<file path="src/rtl/outer_deq_scheduler.sv">
// Weighted round-robin dequeue scheduler for the outer QoS queues.
// Optional STRICT_PRIO_Q0_EN makes queue 0 strict priority over WRR.
module outer_deq_scheduler #(
    parameter int         NUM_Q    = 4,
    parameter int         DEPTH_W  = 3,
    parameter logic [2:0] WEIGHT_0 = 3'd4,
    parameter logic [2:0] WEIGHT_1 = 3'd3,
    parameter logic [2:0] WEIGHT_2 = 3'd2,
    parameter logic [2:0] WEIGHT_3 = 3'd1
) (
    input  logic                     clk,
    input  logic                     rst,
    input  logic [NUM_Q*DEPTH_W-1:0] depth_bus,
    input  logic                     out_rdy,
    input  logic                     pkt_done,
    output logic [NUM_Q-1:0]         outer_queue_out,
    output logic                     grant_valid,
    output logic [1:0]               grant_id,
    output logic                     credit_reload
);

    typedef enum logic [1:0] {
        S_IDLE,
        S_ARB,
        S_POP,
        S_BUSY
    } state_t;

    localparam logic [NUM_Q-1:0] ONE_HOT0 = NUM_Q'(1);

    state_t r_state;
    state_t w_state_nxt;

    logic [2:0]         r_credit [NUM_Q];
    logic [1:0]         r_rr_ptr;
    logic [1:0]         r_grant_id;
    logic [NUM_Q-1:0]   r_oqo;
    logic               r_grant_valid;
    logic               r_credit_reload;

    logic [2:0]         w_weight [NUM_Q];
    logic [DEPTH_W-1:0] w_depth [NUM_Q];
    logic [NUM_Q-1:0]   w_nonempty;
    logic [NUM_Q-1:0]   w_eligible;
    logic               w_pick_found;
    logic [1:0]         w_pick;
    logic [1:0]         w_idx;
    logic               w_grant;
    logic               w_reload;
    logic [2:0]         w_cur_credit;
    logic [2:0]         w_cred_dec;
    logic               w_rotate;
    logic               w_q0_prio;

    assign w_weight[0] = WEIGHT_0;
    assign w_weight[1] = WEIGHT_1;
    assign w_weight[2] = WEIGHT_2;
    assign w_weight[3] = WEIGHT_3;

    for (genvar gi = 0; gi < NUM_Q; gi++) begin : g_q
        assign w_depth[gi]    = depth_bus[gi*DEPTH_W +: DEPTH_W];
        assign w_nonempty[gi] = |w_depth[gi];
        assign w_eligible[gi] = w_nonempty[gi] && (r_credit[gi] != 3'd0);
    end

    // First eligible queue at or after rr_ptr, wrapping modulo 4.
    always_comb begin
        w_pick_found = 1'b0;
        w_pick       = r_rr_ptr;
        w_idx        = r_rr_ptr;
        for (int k = 0; k < NUM_Q; k++) begin
            w_idx = r_rr_ptr + 2'(k);
            if (!w_pick_found && w_eligible[w_idx]) begin
                w_pick_found = 1'b1;
                w_pick       = w_idx;
            end
        end
`ifdef STRICT_PRIO_Q0_EN
        if (w_nonempty[0]) begin
            w_pick_found = 1'b1;
            w_pick       = 2'd0;
        end
`endif
    end

`ifdef STRICT_PRIO_Q0_EN
    assign w_q0_prio = (r_grant_id == 2'd0);
`else
    assign w_q0_prio = 1'b0;
`endif

    assign w_cur_credit = r_credit[r_grant_id];
    assign w_cred_dec   = (w_cur_credit != 3'd0) ? w_cur_credit - 3'd1 : 3'd0;
    // Hand the turn on once credit is spent or the queue is about to empty.
    assign w_rotate     = (w_cred_dec == 3'd0) ||
                          (w_depth[r_grant_id] == DEPTH_W'(1));

    always_comb begin
        w_state_nxt = r_state;
        w_grant     = 1'b0;
        w_reload    = 1'b0;
        unique case (r_state)
            S_IDLE: begin
                if (out_rdy && |w_nonempty) begin
                    w_state_nxt = S_ARB;
                end
            end
            S_ARB: begin
                if (w_pick_found) begin
                    w_grant     = 1'b1;
                    w_state_nxt = S_POP;
                end else if (|w_nonempty) begin
                    w_reload    = 1'b1;
                end else begin
                    w_state_nxt = S_IDLE;
                end
            end
            S_POP: begin
                w_state_nxt = S_BUSY;
            end
            S_BUSY: begin
                if (pkt_done) begin
                    w_state_nxt = out_rdy ? S_ARB : S_IDLE;
                end
            end
            default: begin
                w_state_nxt = S_IDLE;
            end
        endcase
    end

    always_ff @(posedge clk) begin
        if (rst) begin
            r_state         <= S_IDLE;
            r_rr_ptr        <= 2'd0;
            r_grant_id      <= 2'd0;
            r_oqo           <= '0;
            r_grant_valid   <= 1'b0;
            r_credit_reload <= 1'b0;
            for (int i = 0; i < NUM_Q; i++) begin
                r_credit[i] <= w_weight[i];
            end
        end else begin
            r_state         <= w_state_nxt;
            r_credit_reload <= w_reload;
            r_oqo           <= '0;
            if (w_grant) begin
                r_grant_id    <= w_pick;
                r_oqo         <= ONE_HOT0 << w_pick;
                r_grant_valid <= 1'b1;
            end
            if (r_state == S_BUSY && pkt_done) begin
                r_grant_valid <= 1'b0;
            end
            if (w_reload) begin
                for (int i = 0; i < NUM_Q; i++) begin
                    r_credit[i] <= w_weight[i];
                end
            end
            if (r_state == S_POP && !w_q0_prio) begin
                r_credit[r_grant_id] <= w_cred_dec;
                r_rr_ptr <= w_rotate ? r_grant_id + 2'd1 : r_grant_id;
            end
        end
    end

    assign outer_queue_out = r_oqo;
    assign grant_valid     = r_grant_valid;
    assign grant_id        = r_grant_id;
    assign credit_reload   = r_credit_reload;

endmodule
</file>
<file path="config.mk">
export PLATFORM = sky130hd
export DESIGN_NAME = outer_deq_scheduler
export DESIGN_NICKNAME = d
export VERILOG_FILES = /design/src/rtl/outer_deq_scheduler.sv
export SDC_FILE = /design/constraint.sdc
export NUM_CORES = 1
export LEC_CHECK = 0
export ABC_CLOCK_PERIOD_IN_PS = 3450
export CAP_MARGIN = 5
export CORE_MARGIN = 4
export CORE_UTILIZATION = 56
export DETAILED_ROUTE_END_ITERATION = 10
export GPL_ROUTABILITY_DRIVEN = 1
export PLACE_DENSITY = 0.94
export SETUP_SLACK_MARGIN = 0.2
export SLEW_MARGIN = 20
export SYNTH_ARGS = -nofsm -noshare
export SYNTH_HDL_FRONTEND = slang
export SYNTH_SLANG_ARGS = --single-unit
</file>
<file path="constraint.sdc">
create_clock -name clk -period 3.45 [get_ports clk]
set_clock_uncertainty 0.2 [all_clocks]
set_input_delay 0.345 -clock clk [delete_from_list [all_inputs] [get_ports clk]]
set_output_delay 0.345 -clock clk [all_outputs]
set_load 0.005 [all_outputs]
</file>
==> qor.yml <==
outcome: "complete, no violations"
min_from: "grant_valid$_SDFFE_PP0N_"
ir_drop_mv: 0.289
drtIter0Drc: 58
drc: 0
post_cts_buffers: 0
track_usage_pct: 21.7
antenna_found_initial: 0
whs_endpoint: "grant_valid$_SDFFE_PP0N_"
clk_pin_slew_ns: 0.14
path_class: "in2reg"
synth.avg_cell_area_um2: 9.78
required_ns: 3.30
wl_mm: 3.37
root_buffer: "clkbuf_4"
r2r-end: "r_credit[1][0]$_SDFFCE_PN1P_"
routedWlPerCell_um: 17.3
critPathMaxFanout: 4
setup_viol: 0
initial_core_util_pct: 61.0
ctsResizeCount: 0
yosys_warnings: 0
cts_buffer_depth: 2
grt_pass1_vias: 1258
firstDrtPassIters: 6
dp_hpwl_mm: 2.59
postCtsHoldBufs: 0
p_leak_nw: 0.566
min_period_over_period_pct: 68.6
drv_slew: 0
fmax_mhz: 423
rows: 17
die_w_um: 57.8
viasPerCell: 6.38
final_net_count: 188
grtUsageMet2_pct: 34.5
synth_edf_count: 12
io_buffers: 23
syn-cell-area_um2: 1390
period_minus_slack_ns: 2.36
tightest_slew_ns: 0.544
diodes: 0
tritoncts: "yes"
synthDistinctLibCells: 39
core_area_um2: 2280
setup-tns-final_ns: 0
grt_pass1_wl_mm: 5.55
hold_viol: 0
seq_area_frac_synth_pct: 46.1
grt.busiest_layer: "met2"
reg2regPathDepth: 5
htree_levels: 1
grt_max_degree: 15
drive_gt1_share_pct: 8.38
fillers: 159
gr-total-overflow: 0
regToRegSetupSlack_ns: 1.10
use_met3_pct: 2.90
post-route-util_pct: 73.4
syn2layout_area_growth_pct: 20.4
power_density_nw_per_um2: 367
ys.flop_type: "dfxtp_1"
yosys_register_bits: 26
use_met1_pct: 28.2
worst_skew_pair.late_latency_ns: 0.33
whs_path_depth: 1
synth_cells: 142
drv_cap: 0
critPathLaunchType: "primary input"
vias: 1245
cts_buffers: 3
dieArea_um2: 3340
relSlewSlack_pct: 63.6
crit_arrival_ns: 2.21
cts.sinks: 26
ioPinCount: 24
cp-end-kind: "flip-flop"
rsz0062_at_grt: "false"
syn_nets: 162
async_flop_share_pct: 0
hold_class: "reg2reg"
timing.rr.start: "r_credit[2][1]$_SDFFCE_PN1P_"
place_congestion: 0.883
ant_nets: 0
die_y_um: 57.8
[final cells by class]
cell class	count	area (µm²)	share of cell area, %
timing repair buffer	23	230	13.8
clock inverter	1	3.75	0.225
clock buffer	3	22.5	1.35
multi-input combinational	109	721	43.1
inverter	5	18.8	1.12
tap	28	35.0	2.10
sequential	26	641	38.3
[placed cells by master (no fill, tap or decap), types with 3 or more instances in the layout]
cell             instances
a21oi_1                  3
or3_1                    4
inv_1                    5
nor3b_1                  3
clkbuf_4                 3
nand3_1                  6
o21ai_0                  8
edfxtp_1                12
nand4_1                  3
ha_1                     4
nand2_1                 15
dfxtp_1                 14
clkdlybuf4s50_1         23
nor3_1                  10
a211oi_1                 3
nor2_1                  19
[worst max-delay path: stages]
cell and delay, ns:
clkdlybuf4s50_1 0.44, nor3_1 0.47, nor2_1 0.24, nor3_2 0.30, a31oi_1 0.23, nand2_1 0.19
[Yosys cell counts (2+ instances only)]
cell type	n	area (µm²)
a211oi_1	3	22.5
a21oi_1	3	15.0
a311o_2	2	22.5
and3_1	2	12.5
dfxtp_1	14	280
edfxtp_1	12	360
ha_1	4	50.1
inv_1	5	18.8
mux2i_1	2	20.0
mux4_2	2	45.0
nand2_1	15	56.3
nand3_1	6	30.0
nand4_1	3	18.8
nor2_1	19	71.3
nor3_1	10	50.1
nor3_2	2	20.0
nor3b_1	3	22.5
nor4b_1	2	17.5
o21ai_0	8	40.0
o21bai_1	2	15.0
or2_2	2	12.5
or3_1	4	25.0
[routing by layer]
metal	vias up	wire (µm)
met5	-	0
met2	74	1570
met3	21	337
met1	558	1340
li1	592	-
met4	0	126
[how the worst max path moves through the flow]
stage | end | start | slack (ns) | cells after the start
2_1_floorplan | r_credit[2][0]$_SDFFCE_PN0P_ | r_credit[1][1]$_SDFFCE_PN1P_ | 1.46 | 5
3_3_place_gp | r_credit[2][0]$_SDFFCE_PN0P_ | depth_bus[0] | 0.91 | 6
3_5_place_dp | r_credit[1][0]$_SDFFCE_PN1P_ | depth_bus[10] | 0.83 | 6
4_1_cts | r_credit[1][2]$_SDFFCE_PN0P_ | depth_bus[10] | 1.16 | 6
5_1_grt | r_credit[2][1]$_SDFFCE_PN1P_ | r_credit[0][1]$_SDFFCE_PN0P_ | 1.00 | 5
6_report | r_credit[1][0]$_SDFFCE_PN1P_ | depth_bus[10] | 1.09 | 6
[report_power, final]
part           switching (W)  leakage [nW]  internal [W]  total, W
Sequential         0.0000169         0.221      0.000338  0.000354
Clock              0.0000907        0.0154     0.0000426  0.000133
Combinational      0.0000658         0.330     0.0000595  0.000125
Total               0.000173         0.566      0.000440  0.000613
[cells by family (layout without fill, tap and decap cells)]
logic type / after synthesis / after routing / synth area share, %
flops: 26 / 26 / 46.1
mux: 5 / 5 / 6.58
compound gates: 27 / 27 / 14.6
fa+ha+maj: 4 / 4 / 3.60
simple gates: 73 / 73 / 27.1
buf+inv: 7 / 32 / 1.98
[metrics by stage]
step	instance area, µm²	hold WS (ns)	cells	worst slack [ns]	power (W)
3_3_place_gp	1650	0.317	191	0.910	0.000477
2_1_floorplan	1390	0.303	142	1.46	0.000430
4_1_cts	1670	0.354	195	1.16	0.000609
6_report	1670	0.352	195	1.09	0.000613
3_5_place_dp	1650	0.324	191	0.829	0.000483
5_1_grt	1670	0.403	195	1.00	0.000642
(Power assumes the default switching activity.)
